[src/rtl/fp16_pkg.sv]
// Shared types and constants for the binary16 multiplier: FSM states,
// IEEE half-precision constants and the unpacked-operand record.
package fp16_pkg;

  localparam int          EXP_BIAS = 15;
  localparam int          EXP_MAX  = 31;
  localparam logic [15:0] POS_INF  = 16'h7C00;
  localparam logic [15:0] QNAN     = 16'h7E00;

  typedef enum logic [2:0] {
    IDLE,
    UNPACK,
    MUL,
    NORM,
    DONE
  } state_t;

  // mant carries the hidden bit; a zero or subnormal operand has is_zero set
  typedef struct packed {
    logic        sign;
    logic [4:0]  exp;
    logic [10:0] mant;
    logic        is_zero;
    logic        is_inf;
    logic        is_nan;
  } fp16_unpacked_t;

endpackage

[src/rtl/fp16_unpack.sv]
// Combinational field split and classification of one binary16 operand.
// Subnormals are classified as zero so the multiplier flushes them.
module fp16_unpack
  import fp16_pkg::*;
(
  input  logic [15:0]    x,
  output fp16_unpacked_t u
);

  logic exp_all_ones;
  logic exp_all_zero;

  assign exp_all_ones = (x[14:10] == 5'h1F);
  assign exp_all_zero = (x[14:10] == 5'h00);

  always_comb begin
    u.sign    = x[15];
    u.exp     = x[14:10];
    u.mant    = {~exp_all_zero, x[9:0]};
    u.is_zero = exp_all_zero;
    u.is_inf  = exp_all_ones && (x[9:0] == 10'd0);
    u.is_nan  = exp_all_ones && (x[9:0] != 10'd0);
  end

endmodule

[src/rtl/fp16_mul_seq.sv]
// Multi-cycle binary16 multiplier with an LSB-first shift-add mantissa datapath.
// Define FP16_RNE_EN to round to nearest-even in NORM; otherwise results truncate.
module fp16_mul_seq #(
  parameter int          MANT_W = 11,
  parameter logic [15:0] QNAN   = 16'h7E00
) (
  input  logic        clk,
  input  logic        reset,
  input  logic        start,
  input  logic [15:0] a,
  input  logic [15:0] b,
  output logic        busy,
  output logic        done,
  output logic [15:0] result,
  output logic [2:0]  flags
);

  import fp16_pkg::*;

  localparam int PW    = 2 * MANT_W;
  localparam int FW    = MANT_W - 1;
  localparam int CNT_W = $clog2(MANT_W + 1);

  state_t             state;
  logic [15:0]        a_q;
  logic [15:0]        b_q;
  logic [PW-1:0]      acc;
  logic [CNT_W-1:0]   cnt;
  logic signed [6:0]  e_q;
  logic               sign_q;
  logic               special_q;

  fp16_unpacked_t     ua;
  fp16_unpacked_t     ub;

  logic               sp_hit;
  logic [15:0]        sp_res;
  logic [2:0]         sp_flags;

  logic [MANT_W:0]    add_sum;

  logic [FW-1:0]      frac;
  logic [FW-1:0]      frac_out;
  logic signed [6:0]  e_norm;
  logic signed [6:0]  e_out;
  logic [15:0]        norm_res;
  logic [2:0]         norm_flags;

`ifdef FP16_RNE_EN
  logic               guard;
  logic               sticky;
  logic               round_up;
  logic [FW:0]        frac_rnd;
`endif

  fp16_unpack u_unpack_a (
    .x (a_q),
    .u (ua)
  );

  fp16_unpack u_unpack_b (
    .x (b_q),
    .u (ub)
  );

  // NaN wins over everything, then inf*zero, then the remaining inf and zero cases
  always_comb begin
    sp_hit   = 1'b1;
    sp_res   = 16'h0000;
    sp_flags = 3'b000;
    if (ua.is_nan || ub.is_nan) begin
      sp_res = QNAN;
    end else if ((ua.is_inf && ub.is_zero) || (ua.is_zero && ub.is_inf)) begin
      sp_res   = QNAN;
      sp_flags = 3'b100;
    end else if (ua.is_inf || ub.is_inf) begin
      sp_res = {ua.sign ^ ub.sign, POS_INF[14:0]};
    end else if (ua.is_zero || ub.is_zero) begin
      sp_res = {ua.sign ^ ub.sign, 15'h0000};
    end else begin
      sp_hit = 1'b0;
    end
  end

  assign add_sum = {1'b0, acc[PW-1:MANT_W]} + (acc[0] ? {1'b0, ua.mant} : '0);

  // Both operands are normal here, so the product MSB is bit PW-1 or PW-2
  always_comb begin
    if (acc[PW-1]) begin
      frac   = acc[PW-2 -: FW];
      e_norm = e_q + 7'sd1;
    end else begin
      frac   = acc[PW-3 -: FW];
      e_norm = e_q;
    end

`ifdef FP16_RNE_EN
    guard    = acc[PW-1] ? acc[MANT_W-1] : acc[MANT_W-2];
    sticky   = acc[PW-1] ? (|acc[MANT_W-2:0]) : (|acc[MANT_W-3:0]);
    round_up = guard && (sticky || frac[0]);
    frac_rnd = {1'b0, frac} + {{FW{1'b0}}, round_up};
    frac_out = frac_rnd[FW-1:0];
    e_out    = e_norm + $signed({6'b000000, frac_rnd[FW]});
`else
    frac_out = frac;
    e_out    = e_norm;
`endif

    norm_res   = {sign_q, e_out[4:0], frac_out};
    norm_flags = 3'b000;
    if (e_out >= $signed(7'(EXP_MAX))) begin
      norm_res   = {sign_q, POS_INF[14:0]};
      norm_flags = 3'b010;
    end else if (e_out <= 7'sd0) begin
      norm_res   = {sign_q, 15'h0000};
      norm_flags = 3'b001;
    end
  end

  // Specials still pass through NORM so every result leaves via the same path
  always_ff @(posedge clk) begin
    if (!reset) begin
      state     <= IDLE;
      busy      <= 1'b0;
      done      <= 1'b0;
      result    <= 16'h0000;
      flags     <= 3'b000;
      a_q       <= 16'h0000;
      b_q       <= 16'h0000;
      acc       <= '0;
      cnt       <= '0;
      e_q       <= 7'sd0;
      sign_q    <= 1'b0;
      special_q <= 1'b0;
    end else begin
      done <= 1'b0;
      case (state)
        IDLE: begin
          if (start) begin
            a_q   <= a;
            b_q   <= b;
            busy  <= 1'b1;
            state <= UNPACK;
          end
        end

        UNPACK: begin
          sign_q    <= ua.sign ^ ub.sign;
          e_q       <= $signed({2'b00, ua.exp} + {2'b00, ub.exp} - 7'(EXP_BIAS));
          acc       <= {{MANT_W{1'b0}}, ub.mant};
          cnt       <= '0;
          special_q <= sp_hit;
          if (sp_hit) begin
            result <= sp_res;
            flags  <= sp_flags;
            state  <= NORM;
          end else begin
            state  <= MUL;
          end
        end

        MUL: begin
          acc <= {add_sum, acc[MANT_W-1:1]};
          cnt <= cnt + 1'b1;
          if (cnt == CNT_W'(MANT_W - 1)) begin
            state <= NORM;
          end
        end

        NORM: begin
          if (!special_q) begin
            result <= norm_res;
            flags  <= norm_flags;
          end
          busy  <= 1'b0;
          done  <= 1'b1;
          state <= DONE;
        end

        DONE: begin
          state <= IDLE;
        end

        default: begin
          state <= IDLE;
        end
      endcase
    end
  end

endmodule

[config.mk]
export PLATFORM = sky130hd
export DESIGN_NAME = fp16_mul_seq
export DESIGN_NICKNAME = d
export VERILOG_FILES = /design/src/rtl/fp16_pkg.sv /design/src/rtl/fp16_unpack.sv /design/src/rtl/fp16_mul_seq.sv
export SDC_FILE = /design/constraint.sdc
export NUM_CORES = 1
export LEC_CHECK = 0
export ABC_AREA = 0
export BUFFER_PORTS_ARGS = -buffer_cell sky130_fd_sc_hd__buf_2
export CAP_MARGIN = 20
export CORE_ASPECT_RATIO = 1.75
export CORE_MARGIN = 2
export CORE_UTILIZATION = 58
export CTS_CLUSTER_DIAMETER = 200
export DETAILED_ROUTE_END_ITERATION = 6
export MAX_ROUTING_LAYER = met4
export PLACE_DENSITY = 0.8
export SETUP_SLACK_MARGIN = 0.05
export SLEW_MARGIN = 20
export SYNTH_ARGS = -nofsm -noshare
export SYNTH_HDL_FRONTEND = slang
export SYNTH_SLANG_ARGS = --single-unit
[constraint.sdc]
create_clock -name clk -period 2.6 [get_ports clk]
set_input_delay 0.39 -clock clk [delete_from_list [all_inputs] [get_ports clk]]
set_output_delay 0.39 -clock clk [all_outputs]
set_load 0.02 [all_outputs]
==> reports/results.tsv, run 1 <==
stage	metric	value	unit
run_status	status	finished clean	
cts	CTS root buf	clkbuf_16	
worst_setup_path	CP Max Fanout	12	
synthesis	Distinct cells, synth	50	
worst_setup_path	R2R setup slack	0.20	ns
worst_setup_path	CP arrival	2.64	ns
grt	GRT Total Usage	28.0	%
timing	Max-slew headroom	56.9	%
timing	final worst path period share	92.4	%
cts	clk_lat worst skew	0.34	ns
synthesis	Async SR Flop Fraction	0	%
floorplan	die area	8460	um^2
pwr	PwrDens	665	nW/um^2
placement	HPWL Detailed	7970	um
drt	Vias per Instance	5.96	
placement	GP Congestion	0.912	
timing	f_max	416	MHz
worst_hold_path	HP Class	in2reg	
cts	CTS H-tree depth	3	
timing	setup violators final	0	
worst_setup_path	worst path cell trace	nand2_1 -> inv_1 -> ha_1 -> a211oi_1 -> o21ai_0 -> a2111oi_0 -> o41a_1 -> o211ai_1 -> and3_1	
floorplan	Starting Density	59.5	%
cells_and_area	fin util	68.5	%
cts	CTS Buf Count	9	
synthesis	largest cells by area after synthesis	dfxtp_1 (41%), nand2_1 (9.1%), a21oi_1 (7.2%), ha_1 (6.4%), nor2_1 (3.9%)	
placement	post-place instance area	4840	um^2
timing	Worst Tran Pin Value	0.644	ns
drt	post-route ant nets	0	
grt	global-route wire length before repair	18300	um
drt	DRC viols	0	
floorplan	Die Ht	120	um
timing	Setup TNS	0	ns
synthesis	share of the synthesized area in the top cell type	40.7	%
pwr	worst vdd ir	0.524	mV
cts	Sink Count	91	
timing	RSZ-0062 raised after global routing	false	
drt	first-pass iteration count of the detailed router	5	
timing	crit path time final	2.40	ns
drt	Routed WL	10800	um
worst_setup_path	CP max-delay cell	a2111oi_0	
placement	Setup WS pre-CTS	-0.0817	ns
floorplan	die width	70.4	um
worst_setup_path	kind of critical path	reg2reg	
synthesis	cells after synthesis	551	
worst_setup_path	crit path buf inv count	1	
synthesis	mean post-synth cell area	8.12	um^2
floorplan	num rows	42	
timing	skew final	0.00444	ns
worst_setup_path	crit end category	flop	
synthesis	Cell Area, Synth	4470	um^2
timing	final-report max-slew violation count	0	
floorplan	core area	7510	um^2
cts	cts hold-fix bufs	0	
synthesis	Post-synth EDFFs	0	
cells_and_area	Antenna diodes	0	
cells_and_area	most common cell after layout, fill and taps aside	nand2_1	
pwr	post-layout power	3.42	mW
synthesis	area leader, netlist	dfxtp_1	
synthesis	yosys warns	0	
worst_setup_path	CP peak stage delay	0.46	ns
synthesis	Synth Net Count	611	
cts	CTS Buffer Depth	2	
grt	global route overflow	0	
cells_and_area	layout cells sized above 1	16.9	%
timing	Final Hold Fails	0	
drt	Via Count	4117	
grt	initial antenna violation count	0	
cts	clock slew at reported path FFs	0.06	ns
synthesis	top_reg_cell synth	dfxtp_1	
drt	Routed wire per std cell	15.6	um
placement	IO Port Bufs	55	
cells_and_area	post-route cell area	5150	um^2
floorplan	io pins	56	
synthesis	sequential fraction of the synthesis area	40.7	%
cells_and_area	Area Overhead vs Synth	15.0	%
worst_setup_path	Worst setup SP type	flop	
synthesis	synthesis-stage register bit count	91	
drt	initial DRC count	290	
cts	CTS tree	done	
grt	largest net degree at the start of global routing	39	
cells_and_area	Layout Nets	658	
grt	vias in the first global route	4010	
cells_and_area	most frequent cells in the layout	nand2_1 (109), dfxtp_1 (89), a21oi_1 (63), buf_2 (55), nor2_1 (46)	
pwr	Pleak	2.12	nW
worst_setup_path	CP required	2.84	ns
flow_run	max_cap viols	0	
timing	Final WS setup	0.199	ns
worst_setup_path	delay-heaviest family, CP	compound AO/OA/AOI/OAI gates	
==> per-stage QoR <==
stage / hold WS (ns) / cells
floorplan: 0.437 / 551
detailed placement: 0.441 / 675
global route: 0.283 / 691
finish: 0.276 / 691
global placement: 0.439 / 675
CTS: 0.274 / 691
==> flip-flops by register name, indices dropped and copies added (netlist names) <==
register	cells
special_q	1
state	3
result	16
cnt	4
e_q	7
a_q	16
flags	3
busy	1
acc	22
sign_q	1
done	1
b_q	16
==> kinds of logic after synthesis <==
logic type	share of synthesized area [%]
and+or+nand+nor	23.0
AOI/OAI and AO/OA	20.3
DFF	40.7
buffers and inverters	4.25
adders and majority gates	7.33
muxes	2.46
xor gates and xnor gates	1.96
==> routing by layer <==
| metal | track usage, % | up-vias | part of all wire, % |
|---|---|---|---|
| met5 | - | - | 0 |
| met4 | 14.1 | 0 | 4.3 |
| li1 | - | 2040 | - |
| met3 | 6.17 | 43 | 4.1 |
| met2 | 50.2 | 127 | 54 |
| met1 | 28.1 | 1907 | 38 |
==> path summary, 6_finish.rpt <==
path	cells past startpoint	endpoint	from
worst min-delay path	3	b_q[6]	b[6]
worst max-delay path	9	acc[21]	acc[0]
worst min register to register	2	busy	busy
worst max register to register	9	acc[21]	acc[0]
==> power by group <==
group	total, mW	switching (mW)	internal (mW)
combinational	0.604	0.376	0.228
sequential	1.59	0.0997	1.49
clock	1.22	0.550	0.673
total	3.42	1.03	2.40
==> synthesized netlist by cell type, drive strengths merged (11+ instances only) <==
| cell | count |
|---|---|
| dfxtp | 91 |
| a22oi | 11 |
| inv | 16 |
| ha | 23 |
| a21oi | 64 |
| mux2i | 11 |
| nand3 | 13 |
| o21ai | 13 |
| nor2 | 46 |
| and2 | 13 |
| clkbuf | 26 |
| nand2 | 109 |
==> worst register-to-register path, cell delays in order (launching register included) <==
cell,delay [ns]
dfxtp_4,0.37
nand2_1,0.11
inv_1,0.06
ha_1,0.30
a211oi_1,0.29
o21ai_0,0.18
a2111oi_0,0.46
o41a_1,0.25
o211ai_1,0.10
and3_1,0.18
==> timing repair <==
item	CTS	global route
setup endpoints to repair	1	10
setup buffers	0	0
pin swaps	1	3
gates resized for setup	2	6
==> cell type report <==
cell class                 instances  area, um^2
multi-input combinational        412        2500
fill                             645        2370
sequential                        91        1830
timing repair buffer              68         373
clock buffer                      10         239
tap                               88         110
inverter                          16        60.1
clock inverter                     6        40.0
No activity file was read; power rests on OpenSTA's default activity.
==> run 2, diff against run 1 <==
--- a/config.mk
+++ b/config.mk
@@ -5,12 +5,12 @@
 export SDC_FILE = /design/constraint.sdc
 export NUM_CORES = 1
 export LEC_CHECK = 0
-export ABC_AREA = 0
+export ABC_AREA = 1
 export BUFFER_PORTS_ARGS = -buffer_cell sky130_fd_sc_hd__buf_2
 export CAP_MARGIN = 20
 export CORE_ASPECT_RATIO = 1.75
 export CORE_MARGIN = 2
-export CORE_UTILIZATION = 58
+export CORE_UTILIZATION = 59
 export CTS_CLUSTER_DIAMETER = 200
 export DETAILED_ROUTE_END_ITERATION = 6
 export MAX_ROUTING_LAYER = met4
==> reports/results.tsv, run 2 <==
stage	metric	value	unit
cells_and_area	layout cells sized above 1	14.8	%
timing	final-report max-slew violation count	0	
floorplan	die width	74.8	um
cts	CTS Buffer Depth	2	
timing	setup violators final	0	
worst_setup_path	Worst setup SP type	flop	
synthesis	area leader, netlist	dfxtp_1	
grt	global-route wire length before repair	20400	um
placement	GP Congestion	0.907	
cts	cts repair resizes	0	
pwr	internal power	2.91	mW
synthesis	top_reg_cell synth	dfxtp_1	
worst_hold_path	HP Class	in2reg	
grt	GRT Total Usage	27.9	%
floorplan	Die Ht	128	um
cts	# Post-CTS Setup Buffers	0	
cts	CTS root buf	clkbuf_16	
synthesis	sequential fraction of the synthesis area	35.2	%
worst_setup_path	kind of critical path	reg2reg	
synthesis	Synth Net Count	820	
synthesis	largest cells by area after synthesis	dfxtp_1 (35%), nand2_1 (12%), a21oi_1 (7.0%), nand3_1 (6.6%), inv_1 (5.7%)	
grt	initial antenna violation count	0	
drt	Routed wire per std cell	13.1	um
cells_and_area	# fillers	756	
timing	f_max	472	MHz
cells_and_area	fin util	67.2	%
worst_setup_path	CP required	2.83	ns
cts	CTS tree	done	
timing	RSZ-0062 raised after global routing	false	
synthesis	synthesis-stage register bit count	91	
timing	skew final	0.00454	ns
synthesis	Distinct cells, synth	40	
synthesis	top post-synthesis cells by count	nand2_1 (170), dfxtp_1 (91), inv_1 (78), nor2_1 (78), a21oi_1 (72)	
timing	crit path time final	2.12	ns
cells_and_area	Layout Nets	859	
synthesis	most frequent cell after synthesis	nand2_1	
cts	clk_lat worst skew	0.35	ns
pwr	Seq pwr share	38.2	%
pwr	switching part of the total	35.9	%
placement	Setup WS pre-CTS	0.533	ns
cells_and_area	most frequent cells in the layout	nand2_1 (170), dfxtp_1 (91), inv_1 (78), nor2_1 (78), a21oi_1 (72)	
timing	final worst path period share	81.6	%
worst_setup_path	CP Max Fanout	12	
synthesis	Post-synth EDFFs	0	
drt	Via Count	4989	
timing	Setup TNS	0	ns
pwr	PwrDens	784	nW/um^2
synthesis	share of the synthesized area in the top cell type	35.2	%
pwr	worst vdd ir	0.632	mV
timing	Max-slew headroom	52.0	%
cells_and_area	Antenna diodes	0	
grt	largest net degree at the start of global routing	44	
floorplan	core area	8610	um^2
floorplan	num rows	45	
worst_setup_path	CP arrival	2.35	ns
timing	Final WS setup	0.479	ns
cells_and_area	Area Overhead vs Synth	11.9	%
pwr	combinational fraction of design power	31.2	%
cts	clock slew at reported path FFs	0.06	ns
cells_and_area	Largest register FFs	22	
timing	Final Hold Fails	0	
worst_setup_path	R2R setup slack	0.48	ns
synthesis	Cell Area, Synth	5170	um^2
pwr	P_sw	1.63	mW
drt	Routed WL	12100	um
synthesis	mean post-synth cell area	6.81	um^2
grt	global route overflow	0	
placement	HPWL Detailed	9060	um
cts	Sink Count	91	
grt	vias in the first global route	4814	
floorplan	io pins	56	
pwr	Pleak	2.74	nW
synthesis	yosys warns	0	
timing	Worst Tran Pin Value	0.719	ns
cts	CTS H-tree depth	3	
flow_run	max_cap viols	0	
placement	IO Port Bufs	55	
drt	first-pass iteration count of the detailed router	5	
synthesis	cells after synthesis	760	
drt	DRC viols	0	
floorplan	die area	9570	um^2
cts	cts hold-fix bufs	0	
pwr	Clk pwr share	30.6	%
synthesis	Async SR Flop Fraction	0	%
drt	initial DRC count	257	
drt	Vias per Instance	5.42	
drt	post-route ant nets	0	
cells_and_area	most common cell after layout, fill and taps aside	nand2_1	
worst_setup_path	crit end category	flop	
cts	CTS Buf Count	9	
cells_and_area	Most flops, register	acc	
floorplan	Starting Density	60.1	%
run_status	status	finished clean	
==> run 2: cell types whose count changed in the layout (fill, tap and decap cells not counted), sizes merged, moves of 11 or more <==
cell   previous run  this run
a22oi            11         0
and2             13         0
inv              17        93
mux2i            11         0
nand2           109       182
nand3            13        69
nor2             46        86
o21ai            13        39
==> run 2: cells by family after synthesis <==
logic type | synth area share [%]
AO/OA/AOI/OAI | 14.4
XOR/XNOR | 0.508
adder cells (fa/ha/maj) | 6.33
buffers and inverters | 10.6
flip-flops | 35.2
AND/OR/NAND/NOR | 32.9
==> run 2: critical path, cell delays in order (launching register included) <==
cell and delay [ns]:
dfxtp_1 0.54, nand2_1 0.09, inv_1 0.07, ha_1 0.15, inv_1 0.06, fa_1 0.35
inv_1 0.12, nand3_1 0.09, nand2_1 0.13, a21oi_1 0.09, o21ai_0 0.17, a21o_1 0.11
a21oi_1 0.05
==> run 2: final timing paths <==
kind | start | to | depth (start not counted)
max | acc[0] | acc[16] | 12
min | b[5] | b_q[5] | 3
max reg2reg | acc[0] | acc[16] | 12
min reg2reg | busy | busy | 2
==> run 2: area by class of cell <==
cell class / instances / area (um^2) / share of cell area, %
flip-flops and latches: 91 / 1820 / 31.5
well taps: 117 / 146 / 2.53
repair buffers: 64 / 343 / 5.92
clock buffers: 10 / 229 / 3.96
clock inverters: 6 / 88.8 / 1.53
inverters: 94 / 357 / 6.16
multi-input cells: 539 / 2800 / 48.4
==> run 2: per-layer routing <==
metal / track usage, % / wire length, um
met5: - / 0
met4: 14.3 / 406
met3: 4.64 / 538
met2: 51.1 / 6480
met1: 27.0 / 4680
==> run 2: power groups by stage <==
stage	Clock [mW]	Sequential (mW)	Combinational (mW)
floorplan	0	1.83	1.02
global placement	0	1.75	1.37
detailed placement	0	1.76	1.41
CTS	1.41	1.73	1.42
global route	1.45	1.76	1.60
finish	1.39	1.73	1.41
==> run 2: through the flow <==
| stage | instance area [um^2] | std cells | power [mW] | hold WS, ns |
|---|---|---|---|---|
| 3_3_place_gp | 5470 | 905 | 3.12 | 0.449 |
| 3_5_place_dp | 5470 | 905 | 3.17 | 0.455 |
| 6_report | 5790 | 921 | 4.54 | 0.310 |
| 4_1_cts | 5790 | 921 | 4.55 | 0.304 |
| 5_1_grt | 5790 | 921 | 4.81 | 0.319 |
| 2_1_floorplan | 5170 | 760 | 2.85 | 0.437 |
==> run 3, diff against run 2 <==
--- a/config.mk
+++ b/config.mk
@@ -10,11 +10,11 @@
 export CAP_MARGIN = 20
 export CORE_ASPECT_RATIO = 1.75
 export CORE_MARGIN = 2
-export CORE_UTILIZATION = 59
+export CORE_UTILIZATION = 53
 export CTS_CLUSTER_DIAMETER = 200
 export DETAILED_ROUTE_END_ITERATION = 6
 export MAX_ROUTING_LAYER = met4
-export PLACE_DENSITY = 0.8
+export PLACE_DENSITY = 0.76
 export SETUP_SLACK_MARGIN = 0.05
 export SLEW_MARGIN = 20
 export SYNTH_ARGS = -nofsm -noshare
==> constraint.sdc (replaced) <==
create_clock -name clk -period 1.9 [get_ports clk]
set_input_delay 0.285 -clock clk [delete_from_list [all_inputs] [get_ports clk]]
set_output_delay 0.285 -clock clk [all_outputs]
set_load 0.02 [all_outputs]
==> reports/results.tsv, run 3 (synthesis results as in run 2) <==
stage	metric	value	unit
worst_hold_path	hold endpoint	b_q[15]	
run_status	status	finished clean	
floorplan	core area	9470	um^2
drt	DRC viols	0	
cts	CTS root buf	clkbuf_16	
cells_and_area	Layout Nets	887	
drt	Vias per Instance	5.39	
drt	Via Count	5138	
timing	setup violators final	0	
cells_and_area	layout cells sized above 1	24.9	%
worst_setup_path	crit end category	flop	
worst_setup_path	CP arrival	2.05	ns
cells_and_area	Largest register FFs	22	
worst_setup_path	FF-to-FF End	acc[18]	
timing	Final WS setup	0.0767	ns
placement	IO Port Bufs	55	
placement	GP Congestion	0.939	
floorplan	die area	10600	um^2
worst_hold_path	HP Class	in2reg	
grt	vias in the first global route	4911	
cells_and_area	most common cell after layout, fill and taps aside	nand2_1	
cells_and_area	Antenna diodes	0	
worst_setup_path	FF-to-FF path depth	13	
cells_and_area	Finished Layout Cells	954	
worst_setup_path	CP required	2.13	ns
cts	cts hold-fix bufs	0	
cts	Sink Count	91	
worst_hold_path	WHS Path Cells	3	
timing	Final Hold Fails	0	
timing	RSZ-0062 raised after global routing	true	
cts	clk_lat worst skew	0.35	ns
cells_and_area	most frequent cells in the layout	nand2_1 (162), dfxtp_1 (84), nor2_1 (75), inv_1 (70), a21oi_1 (63)	
timing	worst hold slack	0.198	ns
grt	global route overflow	0	
timing	skew final	0.00766	ns
placement	placed insts	932	
timing	final worst path period share	96.0	%
worst_setup_path	kind of critical path	reg2reg	
pwr	PwrDens	1020	nW/um^2
floorplan	num rows	47	
timing	Max-slew headroom	53.9	%
grt	met3 usage	3.54	%
drt	initial DRC count	299	
grt	largest net degree at the start of global routing	44	
cts	CTS H-tree depth	3	
worst_setup_path	reg2reg start	acc[0]	
grt	M1 GR Usage	27.1	%
worst_setup_path	Worst setup SP type	flop	
floorplan	Die Ht	135	um
pwr	worst vdd ir	0.703	mV
timing	f_max	548	MHz
worst_setup_path	CP Max Fanout	7	
cts	CTS Buffer Depth	2	
grt	routing usage on met2	49.8	%
grt	initial antenna violation count	0	
drt	post-route ant nets	0	
grt	grt peak-use layer	met2	
worst_hold_path	Hold Startpoint	b[15]	
grt	GRT Total Usage	26.6	%
worst_setup_path	R2R setup slack	0.08	ns
drt	Routed wire per std cell	14.4	um
placement	Setup WS pre-CTS	0.000424	ns
pwr	Pleak	2.92	nW
timing	crit path time final	1.82	ns
cells_and_area	Area Overhead vs Synth	22.3	%
drt	Routed WL	13800	um
placement	HPWL Detailed	9820	um
cells_and_area	Most flops, register	acc	
timing	final-report max-slew violation count	0	
cts	clock slew at reported path FFs	0.07	ns
flow_run	max_cap viols	0	
floorplan	die width	78.7	um
floorplan	io pins	56	
drt	first-pass iteration count of the detailed router	5	
timing	Worst Tran Pin Value	0.690	ns
grt	global-route wire length before repair	21900	um
floorplan	Starting Density	54.7	%
cts	CTS Buf Count	9	
cts	CTS tree	done	
==> run 3: where the power goes <==
group | internal, mW | total, mW | switching, mW | leakage (nW)
logic | 0.751 | 2.11 | 1.36 | 2.02
clock network | 1.16 | 1.95 | 0.793 | 0.152
registers | 2.19 | 2.37 | 0.185 | 0.747
total | 4.10 | 6.44 | 2.34 | 2.92
==> run 3: repair_timing <==
item,CTS,global route
setup endpoints to repair,7,30
cloned,0,0
pin swaps,0,22
setup buffers,0,6
resized for setup,4,70
endpoints found under the hold margin,0,0
==> run 3: worst max-delay path by stage <==
stage / from / slack, ns / end
floorplan: acc[0] / 0.06 / acc[18]
global placement: a_q[11] / 0.06 / e_q[5]
detailed placement: a_q[11] / 0.0004 / e_q[5]
CTS: a_q[11] / 0.008 / e_q[5]
global route: acc[0] / -0.03 / acc[17]
finish: acc[0] / 0.08 / acc[18]
==> run 3: critical path: stages (launching register included) <==
cell and delay (ns):
dfxtp_4 0.38, nand2_2 0.06, inv_1 0.05, ha_2 0.18, inv_2 0.06, fa_2 0.36, inv_2 0.07, nand3_2 0.06
nand2_2 0.11, nand3_2 0.09, nand2_2 0.08, a21oi_1 0.06, o21ai_1 0.07, a21oi_1 0.07
==> run 3: cell type report <==
type / instances / area [um^2]
clock inverter: 7 / 101
tap: 122 / 153
multi-input combinational: 539 / 3070
fill: 820 / 3140
clock buffer: 9 / 225
sequential: 91 / 1830
timing repair buffer: 92 / 591
inverter: 94 / 359
==> run 3: per-stage QoR <==
stage	setup TNS (ns)	utilization, %	total power, mW	cell area, um^2
4_1_cts	0	63.6	6.35	6020
6_report	0	66.9	6.44	6330
3_5_place_dp	0	60.0	4.41	5680
3_3_place_gp	0	60.0	4.35	5680
2_1_floorplan	0	-	3.91	5180
5_1_grt	-0.103	66.9	6.82	6330
==> run 3: layer usage <==
layer	vias up	part of all wire, %
met5	-	0
met4	0	3.2
met3	41	3.8
met2	147	54
met1	2341	39
li1	2609	-
